$ cat src/rtl/mem_port_arbiter.sv
// Shares one single-port memory between instruction fetch and load/store,
// with MEM priority, bounded IF starvation and fetch cancellation on flush.
module mem_port_arbiter #(
    parameter int unsigned LATENCY    = 2,
    parameter int unsigned STARVE_MAX = 3,
    parameter int unsigned AW         = 32
) (
    input  logic          clk,
    input  logic          rst,
    input  logic          if_req,
    input  logic [AW-1:0] if_addr,
    input  logic          if_flush,
    output logic          if_ack,
    output logic [31:0]   if_rdata,
    output logic          if_stall,
    input  logic          dm_req,
    input  logic          dm_we,
    input  logic [1:0]    dm_wbits,
    input  logic [2:0]    dm_rbits,
    input  logic [AW-1:0] dm_addr,
    input  logic [31:0]   dm_wdata,
    output logic          dm_ack,
    output logic [31:0]   dm_rdata,
    output logic          dm_stall,
    output logic          mem_en,
    output logic          mem_we,
    output logic [1:0]    mem_wbits,
    output logic [2:0]    mem_rbits,
    output logic [AW-1:0] mem_addr,
    output logic [31:0]   mem_wdata,
    input  logic [31:0]   mem_rdata
);

    localparam int unsigned CW = $clog2(LATENCY + 1);
    localparam int unsigned SW = (STARVE_MAX > 0) ? $clog2(STARVE_MAX + 1) : 1;
    localparam logic [CW-1:0] CNT_LAST   = CW'(LATENCY);
    localparam logic [SW-1:0] STARVE_LIM = SW'(STARVE_MAX);
    // Fetches always read a full word.
    localparam logic [2:0] IF_RBITS = 3'b010;

    typedef enum logic [1:0] {IDLE, ACC_I, ACC_D} state_e;

    state_e          state_q, state_d;
    logic [CW-1:0]   cnt_q, cnt_d;
    logic [SW-1:0]   starve_q, starve_d;
    logic            cancel_q, cancel_d;
    logic            we_q, we_d;
    logic [1:0]      wbits_q, wbits_d;
    logic [2:0]      rbits_q, rbits_d;
    logic [AW-1:0]   addr_q, addr_d;
    logic [31:0]     wdata_q, wdata_d;
    logic            done;
    logic            if_elig;

    assign if_elig = if_req & ~if_flush;
    assign done    = (state_q != IDLE) && (cnt_q == CNT_LAST);

    // NOTE: every signal gets a default first so no path leaves one unassigned (no latches).
    always_comb begin
        state_d  = state_q;
        cnt_d    = cnt_q;
        starve_d = starve_q;
        cancel_d = cancel_q;
        we_d     = we_q;
        wbits_d  = wbits_q;
        rbits_d  = rbits_q;
        addr_d   = addr_q;
        wdata_d  = wdata_q;

        unique case (state_q)
            IDLE: begin
                if (dm_req && ((starve_q < STARVE_LIM) || !if_elig)) begin
                    state_d = ACC_D;
                    cnt_d   = CW'(1);
                    we_d    = dm_we;
                    wbits_d = dm_wbits;
                    rbits_d = dm_rbits;
                    addr_d  = dm_addr;
                    wdata_d = dm_wdata;
                    if (if_elig) starve_d = starve_q + SW'(1);
                end else if (if_elig) begin
                    state_d  = ACC_I;
                    cnt_d    = CW'(1);
                    we_d     = 1'b0;
                    wbits_d  = 2'b00;
                    rbits_d  = IF_RBITS;
                    addr_d   = if_addr;
                    wdata_d  = 32'h0;
                    starve_d = '0;
                end
            end
            ACC_I, ACC_D: begin
                // The memory cannot abort, so a flush only hides the fetch result.
                if (state_q == ACC_I && if_flush) cancel_d = 1'b1;
                if (done) begin
                    state_d  = IDLE;
                    cnt_d    = '0;
                    cancel_d = 1'b0;
                end else begin
                    cnt_d = cnt_q + CW'(1);
                end
            end
            default: state_d = IDLE;
        endcase
    end

    // NOTE: sequential state uses non-blocking assignments; the latched access
    // fields are reset too because they drive memory-facing outputs directly.
    always_ff @(posedge clk or negedge rst) begin
        if (!rst) begin
            state_q  <= IDLE;
            cnt_q    <= '0;
            starve_q <= '0;
            cancel_q <= 1'b0;
            we_q     <= 1'b0;
            wbits_q  <= 2'b00;
            rbits_q  <= 3'b000;
            addr_q   <= '0;
            wdata_q  <= 32'h0;
        end else begin
            state_q  <= state_d;
            cnt_q    <= cnt_d;
            starve_q <= starve_d;
            cancel_q <= cancel_d;
            we_q     <= we_d;
            wbits_q  <= wbits_d;
            rbits_q  <= rbits_d;
            addr_q   <= addr_d;
            wdata_q  <= wdata_d;
        end
    end

    assign mem_en    = (state_q != IDLE);
    assign mem_we    = (state_q == ACC_D) && done && we_q;
    assign mem_wbits = wbits_q;
    assign mem_rbits = rbits_q;
    assign mem_addr  = addr_q;
    assign mem_wdata = wdata_q;

    assign dm_ack   = (state_q == ACC_D) && done;
    assign if_ack   = (state_q == ACC_I) && done && !cancel_q && !if_flush;
    assign dm_rdata = dm_ack ? mem_rdata : 32'h0;
    assign if_rdata = if_ack ? mem_rdata : 32'h0;
    assign dm_stall = dm_req & ~dm_ack;
    assign if_stall = if_req & ~if_ack;

endmodule

$ cat config.mk
export PLATFORM = sky130hd
export DESIGN_NAME = mem_port_arbiter
export DESIGN_NICKNAME = d
export VERILOG_FILES = /design/src/rtl/mem_port_arbiter.sv
export SDC_FILE = /design/constraint.sdc
export NUM_CORES = 1
export LEC_CHECK = 0
export CAP_MARGIN = 5
export CELL_PAD_IN_SITES_DETAIL_PLACEMENT = 1
export CELL_PAD_IN_SITES_GLOBAL_PLACEMENT = 1
export CORE_MARGIN = 10
export CORE_UTILIZATION = 21
export DETAILED_ROUTE_END_ITERATION = 8
export HOLD_SLACK_MARGIN = 0.08
export MAX_ROUTING_LAYER = met4
export PLACE_DENSITY = 0.83
export SKIP_LAST_GASP = 1
export SYNTH_ARGS = -nofsm -noshare
export SYNTH_HDL_FRONTEND = slang
export SYNTH_SLANG_ARGS = --single-unit
$ cat constraint.sdc
create_clock -name clk -period 2.2 [get_ports clk]
set_input_delay 0.44 -clock clk [delete_from_list [all_inputs] [get_ports clk]]
set_output_delay 0.44 -clock clk [all_outputs]
set_load 0.05 [all_outputs]
**Word-level counts from Yosys, hierarchy flattened**

Cells that the tools add are included.

- Register bits: 77
- Bits of input ports: 139
- Output and inout port bits: 139
- Word-level logic and storage cells: 69

- Add/sub/neg operators: 2
- Order comparisons: 1
- Equal/unequal tests: 5
- Multiplexer cells: 23
- Bitwise operators: 6
- Reduce and logical (&&, ||, !) cells: 23

Operator list:

| cell | count |
|---|---|
| 32-bit two-way mux | 6 |
| 2-bit two-way mux | 9 |
| 2-bit AND reduction | 5 |
| 1-bit logical AND | 8 |
| 2-bit one-hot mux with 2 select lines | 2 |
| 2-bit nonzero test | 4 |
| 3-bit two-way mux | 2 |
| 2-bit by 1-bit adder with 2-bit output (second input constant) | 2 |
| 2-bit equality test (second input constant) | 2 |
| 1-bit two-way mux | 4 |
| 1-bit AND | 3 |
| 1-bit logical NOT | 3 |
| 3-bit inequality test (second input constant) | 1 |
| 1-bit NOT | 3 |
| 2-bit by 1-bit equality test with 1-bit output (second input constant) | 1 |
| 2-bit logical NOT | 1 |
| 2-bit less-than comparator (second input constant) | 1 |
| 2-bit inequality test (second input constant) | 1 |
| 2-bit OR reduction | 1 |
| 1-bit logical OR | 1 |

**Longest topological paths before layout**

- Word-level depth: 7
- Mapped depth: 8
- Depth with buffers taken out: 6

**Least setup slack after synthesis**

Ideal clock, no wire load.

- Kind: register to output
- Start: reg state_q[0]
- End: out if_rdata[22]
- Arrival time: 2.174 ns
- Required time: 1.760 ns
- Slack: -0.414 ns
- Cell stages (with the launch flop): 8
- Buffers on the path: 2
- Path through: dfrtp_1 > inv_1 > ha_1 > buf_6 > or3b_4 > nor4b_4 > buf_6 > and2_1

- Word-level cells in the longest chain between the ends: 6
- Elaborated cells on any way between the ends: 7
- Classes of those cells: eq/ne (1); mux (1); reduce/logical (5)

RTL lines:

| what | line | source |
|---|---|---|
| start: declaration | 43 | `state_e state_q, state_d;` |
| start signal: assignment | 121 | `state_q <= state_d;` |
| 2-bit nonzero test | 56 | `assign done = (state_q != IDLE) && (cnt_q == CNT_LAST);` |
| 1-bit logical AND | 56 |  |
| 1-bit logical AND (*) (3 in a row) | 141 | `assign if_ack = (state_q == ACC_I) && done && !cancel_q && !if_flush;` |
| net if_ack | 13 | `output logic if_ack,` |
| 32-bit two-way mux (*) | 143 | `assign if_rdata = if_ack ? mem_rdata : 32'h0;` |
| end: declaration | 14 | `output logic [31:0] if_rdata,` |

Mark *: on every way through the listed nets, which the timed path passes. The rest lies on a longest branch.

**Final worst setup path**

- Start: reg state_q[1]
- End: out if_rdata[27]

- Word-level cells in the longest chain between the ends: 6
- Elaborated cells on any way between the ends: 7
- Classes of those cells: eq/ne (1); mux (1); reduce/logical (5)

RTL lines:

| what | line |
|---|---|
| 2-bit nonzero test | 56 |
| 1-bit logical AND | 56 |
| 1-bit logical AND (*) (3 in a row) | 141 |
| 32-bit two-way mux (*) | 143 |

Every way passes the cells marked *; elsewhere a longest branch is shown, timed or not.

==> results.toml <==
[placed_design]
dpl_cell_area_um2 = 7686
port-buffer-count = 277
place_inst = 881
preCtsSetupSlack_ns = -0.1398
final_hpwl_from_detailed_placement_mm = 14.86
gp_congestion = 0.8006

[global_routing]
grt-ovfl-total = 0
antenna_found_initial = 0
grt_pass1_vias = 4737
grt_pass1_wl_mm = 30.46
grt_max_degree = 45
global_route.usage.total_pct = 17.19

[sta]
finalSetupViolations = 69
slew_headroom_pct = 61.97
timing.final.hold_violations = 0
layout_setup_ws_ns = -0.5007
skew_ns = 0.01290
tns_ns = -24.54
final-max-slew-violation-count = 0
minimum_clock_period_after_layout_ns = 2.701
tightest_pin_transition_ns = 0.5686
rsz0062_at_grt = "true"
timing.fmax_ghz = 0.3703
tcrit_tclk_final_pct = 122.8

[routing]
drtAntennaViolNets = 0
vias_per_cell = 4.588
wire_per_inst_um = 21.77
detail_route.first_pass.iterations = 4
initialDrtViolationCount = 123
detail_route.drc_violations = 0
routed_wl_mm = 20.01
route.vias.total = 4216

[die]
die-area_um2 = 23220
core_um2 = 17240
pin_count = 278
row_count = 48
fp.dieH_um = 152.4
floorplan.die.width_um = 152.4
initial_utilization_pct = 21.35

[clock_network]
tritoncts_clock_tree = "built"
master_cell_of_the_clock_root_buffer = "sky130_fd_sc_hd__clkbuf_16"
clkSlewWorstSetupHoldPaths_ns = 0.07
htreeDepth = 3
clkSinkCount = 77
cts_made_buffers = 9
cts-root-to-sink-buffers = 2
clk-insertion-delay-late_ns = 0.35

[cells_and_area]
fillCellCount = 1808
antennaDiodeCount = 0
finalInstanceArea_um2 = 8443
post_route_cells_drive_above_1_share_pct = 30.40
finish.cell_count_without_fillers = 919
fin_nets = 832
area_delta_synth_final_pct = 129.4

[critical_path]
ff2ff_setup_slack_ns = 0.37
worst-path-max-fanout = 8
cpPeakStageDelay_ns = 0.41
worst_setup_path_end_kind = "primary output"
critical-path-top-cell-by-count = "sky130_fd_sc_hd__buf_6"
critPathArrivalTime_ns = 2.26
critPathSlowestCell = "sky130_fd_sc_hd__or3b_4"
criticalPathCategory = "reg -> out"
critPathRequiredTime_ns = 1.76
critical_path.cell_chain = "inv_2, ha_4, or3b_4, nor4b_4, buf_6, buf_6, buf_8, and2_4, buf_12"
crit_path_start_kind = "register"

[pwr]
pwr-share-comb_pct = 61.5
power.internal_mw = 5.263
power.sequential.fraction_pct = 24.1
switching_share_pct = 49.16
p_sw_mw = 5.088
power_frac_clock_pct = 14.4
vdd.ir_drop.worst_mv = 0.7345
power.leakage_nw = 3.531
power.density_cell_area_nw_per_um2 = 1226

[synthesis]
synth_enable_flop_cells = 0
synthCells = 383
synth_area_per_cell_um2 = 9.608
synth_area_leaders = "sky130_fd_sc_hd__dfrtp_1 (52%), sky130_fd_sc_hd__a21oi_1 (9.1%), sky130_fd_sc_hd__a22o_1 (8.8%)"
mappedNetlistArea_um2 = 3680
synth_async_reset_ratio_pct = 100.0
synth-seq-area-share_pct = 52.36
synthTopCellsByCount = "sky130_fd_sc_hd__dfrtp_1 (77), sky130_fd_sc_hd__a21oi_1 (67), sky130_fd_sc_hd__nand2_1 (39), sky130_fd_sc_hd__a22o_1 (37)"
postSynth.topFlopCell = "sky130_fd_sc_hd__dfrtp_1"
synth_warnings = 0
total_of_flip_flops_plus_latches_after_synthesis = 77
yosysTopAreaCellShare_pct = 52.36
yosysTopAreaCell = "sky130_fd_sc_hd__dfrtp_1"
mappedNetlistNets = 526
synth_most_common_cell = "sky130_fd_sc_hd__dfrtp_1"
yosysUniqueCellTypes = 31

[outcome]
status = "finished, violations left"
failed_checks = "negative setup slack"

[hold_path]
worst_min_delay_path_class = "reg -> reg"

[run]
timing.max_cap.violations = 0
## cell type report
class,instances,area (um2),share of cell area (%)
inverter,3,11.26,0.1334
sequential,77,1927,22.82
clock inverter,7,68.82,0.8151
timing repair buffer,327,4060,48.09
clock buffer,9,225.2,2.667
tap,225,281.5,3.334
multi-input combinational,271,1869,22.14
## layout by cell type, fill, tap and decap left out, types with 2 or more instances in the layout
cell / instances
sky130_fd_sc_hd__a21oi_1: 67
sky130_fd_sc_hd__a22o_1: 37
sky130_fd_sc_hd__a31oi_1: 2
sky130_fd_sc_hd__and2_2: 3
sky130_fd_sc_hd__and2_4: 30
sky130_fd_sc_hd__and3_4: 33
sky130_fd_sc_hd__buf_12: 77
sky130_fd_sc_hd__buf_16: 2
sky130_fd_sc_hd__buf_4: 29
sky130_fd_sc_hd__buf_6: 7
sky130_fd_sc_hd__buf_8: 3
sky130_fd_sc_hd__clkbuf_16: 11
sky130_fd_sc_hd__clkdlybuf4s50_1: 206
sky130_fd_sc_hd__clkinvlp_4: 2
sky130_fd_sc_hd__dfrtp_1: 77
sky130_fd_sc_hd__ha_1: 3
sky130_fd_sc_hd__inv_2: 2
sky130_fd_sc_hd__inv_6: 2
sky130_fd_sc_hd__nand2_1: 39
sky130_fd_sc_hd__nand2b_1: 2
sky130_fd_sc_hd__nor2_1: 33
sky130_fd_sc_hd__o21ai_0: 2
sky130_fd_sc_hd__o22a_1: 2
## cell families after synthesis
family / synth area share, %
and+or+nand+nor: 21.83
AOI/OAI and AO/OA: 19.62
DFF: 52.36
buffers and inverters: 4.556
adders and majority gates: 1.360
muxes: 0.2720
## sequential cells by signal, indices dropped and copies added, names as in the netlist
register / cells
mem_addr: 32
cancel_q: 1
mem_rbits: 3
mem_wbits: 2
cnt_q: 2
we_q: 1
mem_wdata: 32
starve_q: 2
state_q: 2
## path summary, 6_finish.rpt
path / from / to / cells after the start
min reg2reg: starve_q[1]$_DFFE_PN0P_ / starve_q[1]$_DFFE_PN0P_ / 2
max in group asynchronous: rst / we_q$_DFFE_PN0P_ / 3
min in group asynchronous: rst / mem_addr[15]$_DFFE_PN0P_ / 2
min: starve_q[1]$_DFFE_PN0P_ / starve_q[1]$_DFFE_PN0P_ / 2
max: state_q[1]$_DFFE_PN0P_ / if_rdata[27] / 9
max reg2reg: state_q[1]$_DFFE_PN0P_ / state_q[0]$_DFFE_PN0P_ / 10
## what timing repair did
item	4_1_cts	5_1_grt
setup buffers	13	4
gates resized for setup	30	25
setup endpoints to repair	69	69
pin swaps	4	1
cloned	6	2
endpoints found under the hold margin	26	0
hold buffers	1	0
## per-stage QoR
| step | utilization [%] | hold WS (ns) | total power, mW |
|---|---|---|---|
| floorplan | - | 0.1444 | 6.166 |
| global placement | 44.59 | 0.4376 | 8.507 |
| detailed placement | 44.59 | 0.4420 | 8.669 |
| CTS | 48.35 | 0.4958 | 10.44 |
| global route | 48.98 | 0.5156 | 10.97 |
| finish | 48.98 | 0.4929 | 10.35 |
## power by group through the flow
stage | combinational [mW] | sequential (mW) | clock, mW
final | 6.36 | 2.50 | 1.49
after global routing | 6.74 | 2.59 | 1.64
after CTS | 6.39 | 2.50 | 1.55
after detailed placement | 6.15 | 2.52 | 0
after global placement | 6.04 | 2.46 | 0
after floorplan | 1.51 | 4.66 | 0
## metal layers
metal  share of wire (%)  vias to the layer above  global-route usage [%]
met2                  49                      194                   28.32
met3                 7.5                       15                   5.955
met5                   0                        -                       -
met4                 1.2                        0                   3.943
li1                    -                     1950                       -
met1                  42                     2057                   19.71
## critical path: cells and delay by family, from the launching register on
kind,cells,cell delay [ns]
adders and majority gates,1,0.15
DFF,1,0.37
buffers and inverters,5,0.58
and+or+nand+nor,3,0.80
Power figures use the tool's default switching activity.
